--- src/rtl/input_conditioner.sv ---
// input_conditioner: synchronises, debounces and edge-detects raw buttons and slide switches.
module input_conditioner #(
  parameter int N_BTN           = 4,
  parameter int N_SLD           = 4,
  parameter int DEBOUNCE_CYCLES = 50000,
  parameter int CNT_WIDTH       = 16
) (
  input  logic             clock,
  input  logic             reset_n,
  input  logic [N_BTN-1:0] button_raw,
  input  logic [N_SLD-1:0] slide_raw,
  output logic [N_BTN-1:0] button,
  output logic [N_BTN-1:0] button_press,
  output logic [N_SLD-1:0] slide
);
  localparam int N = N_BTN + N_SLD;
  localparam logic [CNT_WIDTH-1:0] LAST = CNT_WIDTH'(DEBOUNCE_CYCLES - 1);
  logic [N-1:0] sync1, sync2, stable, stable_next;
  logic [CNT_WIDTH-1:0] cnt [N];
  logic [CNT_WIDTH-1:0] cnt_next [N];
  // Buttons and slides share one debounce array; buttons occupy the low bits.
  always_comb begin
    for (int i = 0; i < N; i++) begin
      cnt_next[i] = (sync2[i] == stable[i] || cnt[i] == LAST) ? '0 : cnt[i] + CNT_WIDTH'(1);
      stable_next[i] = (sync2[i] != stable[i] && cnt[i] == LAST) ? sync2[i] : stable[i];
    end
  end
  always_ff @(posedge clock) begin
    if (!reset_n) begin
      sync1 <= '0;
      sync2 <= '0;
      stable <= '0;
      button_press <= '0;
      for (int i = 0; i < N; i++) cnt[i] <= '0;
    end else begin
      sync1 <= {slide_raw, button_raw};
      sync2 <= sync1;
      stable <= stable_next;
      button_press <= stable_next[N_BTN-1:0] & ~stable[N_BTN-1:0];
      for (int i = 0; i < N; i++) cnt[i] <= cnt_next[i];
    end
  end
  assign button = stable[N_BTN-1:0];
  assign slide = stable[N-1:N_BTN];
endmodule

--- config.mk ---
export PLATFORM = sky130hd
export DESIGN_NAME = input_conditioner
export DESIGN_NICKNAME = d
export VERILOG_FILES = /design/src/rtl/input_conditioner.sv
export SDC_FILE = /design/constraint.sdc
export NUM_CORES = 1
export LEC_CHECK = 0
export CORE_ASPECT_RATIO = 1.5
export CORE_MARGIN = 1
export CORE_UTILIZATION = 42
export DETAILED_ROUTE_END_ITERATION = 7
export GPL_TIMING_DRIVEN = 0
export PLACE_DENSITY = 0.59
export SYNTH_ARGS = -nofsm -noshare
export SYNTH_HDL_FRONTEND = slang
export SYNTH_SLANG_ARGS = --single-unit
--- constraint.sdc ---
create_clock -name clock -period 1.9 [get_ports clock]
set_input_delay 0.38 -clock clock [delete_from_list [all_inputs] [get_ports clock]]
set_output_delay 0.38 -clock clock [all_outputs]
set_load 0.05 [all_outputs]
==> reports/results.txt <==
Die Y - 155.4 um
Hold Vio Cnt, Final - 0
register area share after synthesis - 47.43%
DIE AREA - 16,190 um2
initial antenna violation count - 0
WHS Path Cells - 1
Setup Skew - 0.005688 ns
Leakage - 2.552 nW
CTS root buffer - clkbuf_16
Worst slew margin - 61.47%
r2r endpoint - cnt[1][58]$_SDFF_PP0_
routing usage on met1 - 18.49%
grt total ovfl - 0
Core ar. - 15,210 um2
maximum fanout along the worst path - 10
DR pass1 iterations - 5
Port-buffer cells - 21
CTS tree - yes
Starting DRT DRC Count - 148
WP buf/inv - 1
fmax - 537.1 MHz
grt met2 use - 30.51%
# setup viols final - 0
FF/Latch Area - 3129 um2
Cells after Synth - 723
drt wl/cell - 12.89 um
Vias/cell - 5.094
Hold Path Class - flop to flop
clock-pin slew on the worst setup and hold paths - 0.06 ns
worst endpoint data arrival time - 2.16 ns
sequence of cells on the critical path - or4_1 -> or4_4 -> nand3_4 -> buf_8 -> nor2_1
CTS buffer count - 17
Worst Path Required - 2.20 ns
Max rail drop VDD - 0.5865 mV
RSZ-0062 raised after global routing - no
post-route clock period utilization - 97.99%
footprint of the multi-input gates - 3356 um2
clock period minus worst slack - 1.862 ns
Final ANT Viol Nets - 0
Post-DP HPWL - 8950 um
Synth Area per Inst - 9.108 um2
vias in the first global route - 4,954
initial core utilization - 43.30%
R2R depth - 5
Finished Layout Cells - 981
Max Cap Viol - 0
FF+latch count, synth - 156
FF-to-FF setup slack - 0.04 ns
share of layout cells above drive strength 1 - 8.568%
gpl congestion - 0.7917
delay-heaviest family, CP - simple AND/OR/NAND/NOR gates
htree depth - 4
Worst path max stage delay - 0.57 ns
cell count after placement - 943
GR peak layer - met2
FF-to-FF Start - cnt[1][52]$_SDFF_PP0_
dominant cells by area after synthesis - dfxtp_1, xnor2_1, nor2_1
Top Ports - 22
Distinct cells, synth - 40
DRC violations left - 0
Max Slew Vio Count - 0
Hold Crit Start - sync1[3]$_SDFF_PN0_
critical path capture point type - flop
CP Class - flop to flop
Finished Core Util - 51.34%
Detailed Route WL - 12,640 um
Setup crit start kind - flop
main flop type after synthesis - dfxtp_1
Clock Path Buffers - 2
power density over cell area - 877.5 nW/um2
TritonCTS Sinks - 156
total number of vias - 4,997
CP max stage cell - or4_4
Final nets - 788
row cnt - 55
Synth-to-Final Area Change - 18.56%
Mapped Nets - 741
leading area contributor after synthesis - dfxtp_1
die width - 104.2 um
largest net degree at the start of global routing - 17
top-area cell type share of the netlist area - 47.43%
met3 GRT Util - 3.477%
Global Route Usage Sum - 16.77%
Async S/R FF share, synth - 0%
Least-Margin Pin Slew - 0.5726 ns
synthesized cell area - 6585 um2
first-pass GRT wire length - 22,140 um
Worst-Skew Late Latency - 0.41 ns
Layout fillers - 1,412
yosys warns - 0
status - finished, final reports clean
ant diodes - 0
number of flops mapped to enable cells by yosys - 0
Hold EP - sync2[3]$_SDFF_PN0_
==> per-layer routing <==
metal | vias up | routed length [um]
met2 | 70 | 6547
met1 | 2357 | 5589
met4 | 0 | 167
met3 | 11 | 336
met5 | - | 0
li1 | 2559 | -
==> how the worst max path moves through the flow <==
stage                           from                    end  slack (ns)  cells after the start
6_report       cnt[1][52]$_SDFF_PP0_  cnt[1][58]$_SDFF_PP0_        0.04                      5
5_1_grt        cnt[1][55]$_SDFF_PP0_  cnt[1][60]$_SDFF_PP0_       0.005                      5
4_1_cts        cnt[1][55]$_SDFF_PP0_  cnt[1][58]$_SDFF_PP0_       0.001                      5
3_5_place_dp                 reset_n  cnt[0][32]$_SDFF_PP0_       -0.58                      5
3_3_place_gp                 reset_n  cnt[0][27]$_SDFF_PP0_       -0.55                      5
2_1_floorplan  cnt[1][21]$_SDFF_PP0_  cnt[1][24]$_SDFF_PP0_        0.13                      5
==> sequential cells by signal, summed over array words and instances, names as in the netlist <==
name          cells
button_press      4
stable            8
sync1             8
cnt             128
sync2             8
==> Yosys cell counts, types with 2 or more instances <==
| library cell | count |
|---|---|
| or4_1 | 2 |
| nand2_1 | 29 |
| clkbuf_1 | 10 |
| dfxtp_1 | 156 |
| or4bb_1 | 3 |
| nor4b_1 | 4 |
| inv_1 | 29 |
| xnor2_1 | 92 |
| nand4b_1 | 3 |
| nor4bb_1 | 6 |
| nand3_1 | 46 |
| or3_1 | 2 |
| buf_8 | 2 |
| and3_1 | 11 |
| mux2i_1 | 7 |
| and4b_1 | 2 |
| nor4_1 | 36 |
| a21oi_1 | 3 |
| nor2_1 | 141 |
| and2_1 | 16 |
| or4_4 | 2 |
| nand3_4 | 2 |
| nand4_1 | 31 |
| nor2b_1 | 7 |
| ha_1 | 8 |
| xor2_1 | 26 |
| nor3_1 | 34 |
==> area by class of cell <==
type	instances	area share, %
multi-input cells	523	42.98
flip-flops and latches	156	40.08
clock buffers	25	6.346
repair buffers	30	3.397
well taps	199	3.189
clock inverters	6	1.394
inverters	29	1.394
plain buffers	13	1.218
==> metrics by stage <==
step                cell area, um2  power (mW)  worst slack (ns)  hold slack (ns)  TNS, ns
CTS                           7700       6.944          0.001115           0.4354        0
global route                  7807       7.098          0.004955           0.4508        0
detailed placement            7044       3.471           -0.5773           0.4200   -32.41
finish                        7807       6.851           0.03821           0.4294        0
global placement              7044       3.469           -0.5522           0.4167   -29.04
floorplan                     6585       3.427            0.1285           0.4119        0
==> placed cells by master, fill, tap and decap left out, drive strengths merged, types with 2 or more instances in the layout <==
master,Yosys,final
nand4b,3,3
clkinv,0,3
nand3,48,48
mux2i,7,7
and4b,2,2
nand2,29,29
dfxtp,156,156
inv,29,29
nor4b,4,4
dlygate4sd2,0,12
nand4,31,31
bufinv,0,3
xor2,26,26
buf,4,12
clkdlybuf4s50,0,8
and3,11,11
nor4bb,6,6
ha,8,8
nor2b,7,7
nor2,141,141
or4,4,4
clkbuf,10,34
a21oi,3,3
or4bb,3,3
nor4,37,37
and2,16,16
nor3,34,34
or3,2,2
xnor2,92,92
==> power breakdown <==
part | total (mW) | internal, mW | switching [mW]
Sequential | 3.31 | 3.29 | 0.0129
Combinational | 0.100 | 0.0467 | 0.0538
Clock | 3.44 | 2.20 | 1.25
Total | 6.85 | 5.54 | 1.31
==> cell families (layout without fill, tap and decap cells) <==
family          Yosys count  after routing  share of synthesized area [%]
compound gates            8              8                         0.8931
xor+xnor                118            118                          15.69
fa+ha+maj                 8              8                          1.520
buf+inv                  44            103                          3.021
flops                   156            156                          47.43
mux                       7              7                          1.064
simple gates            382            382                          30.38
==> what timing repair did <==
action | 4_1_cts | 5_1_grt
gates resized for setup | 22 | 19
setup buffers | 4 | 5
endpoints found under the setup margin | 91 | 97
hold buffers | 0 | 0
pin swaps | 0 | 4
Note: power is estimated with default switching activity, not from simulation.
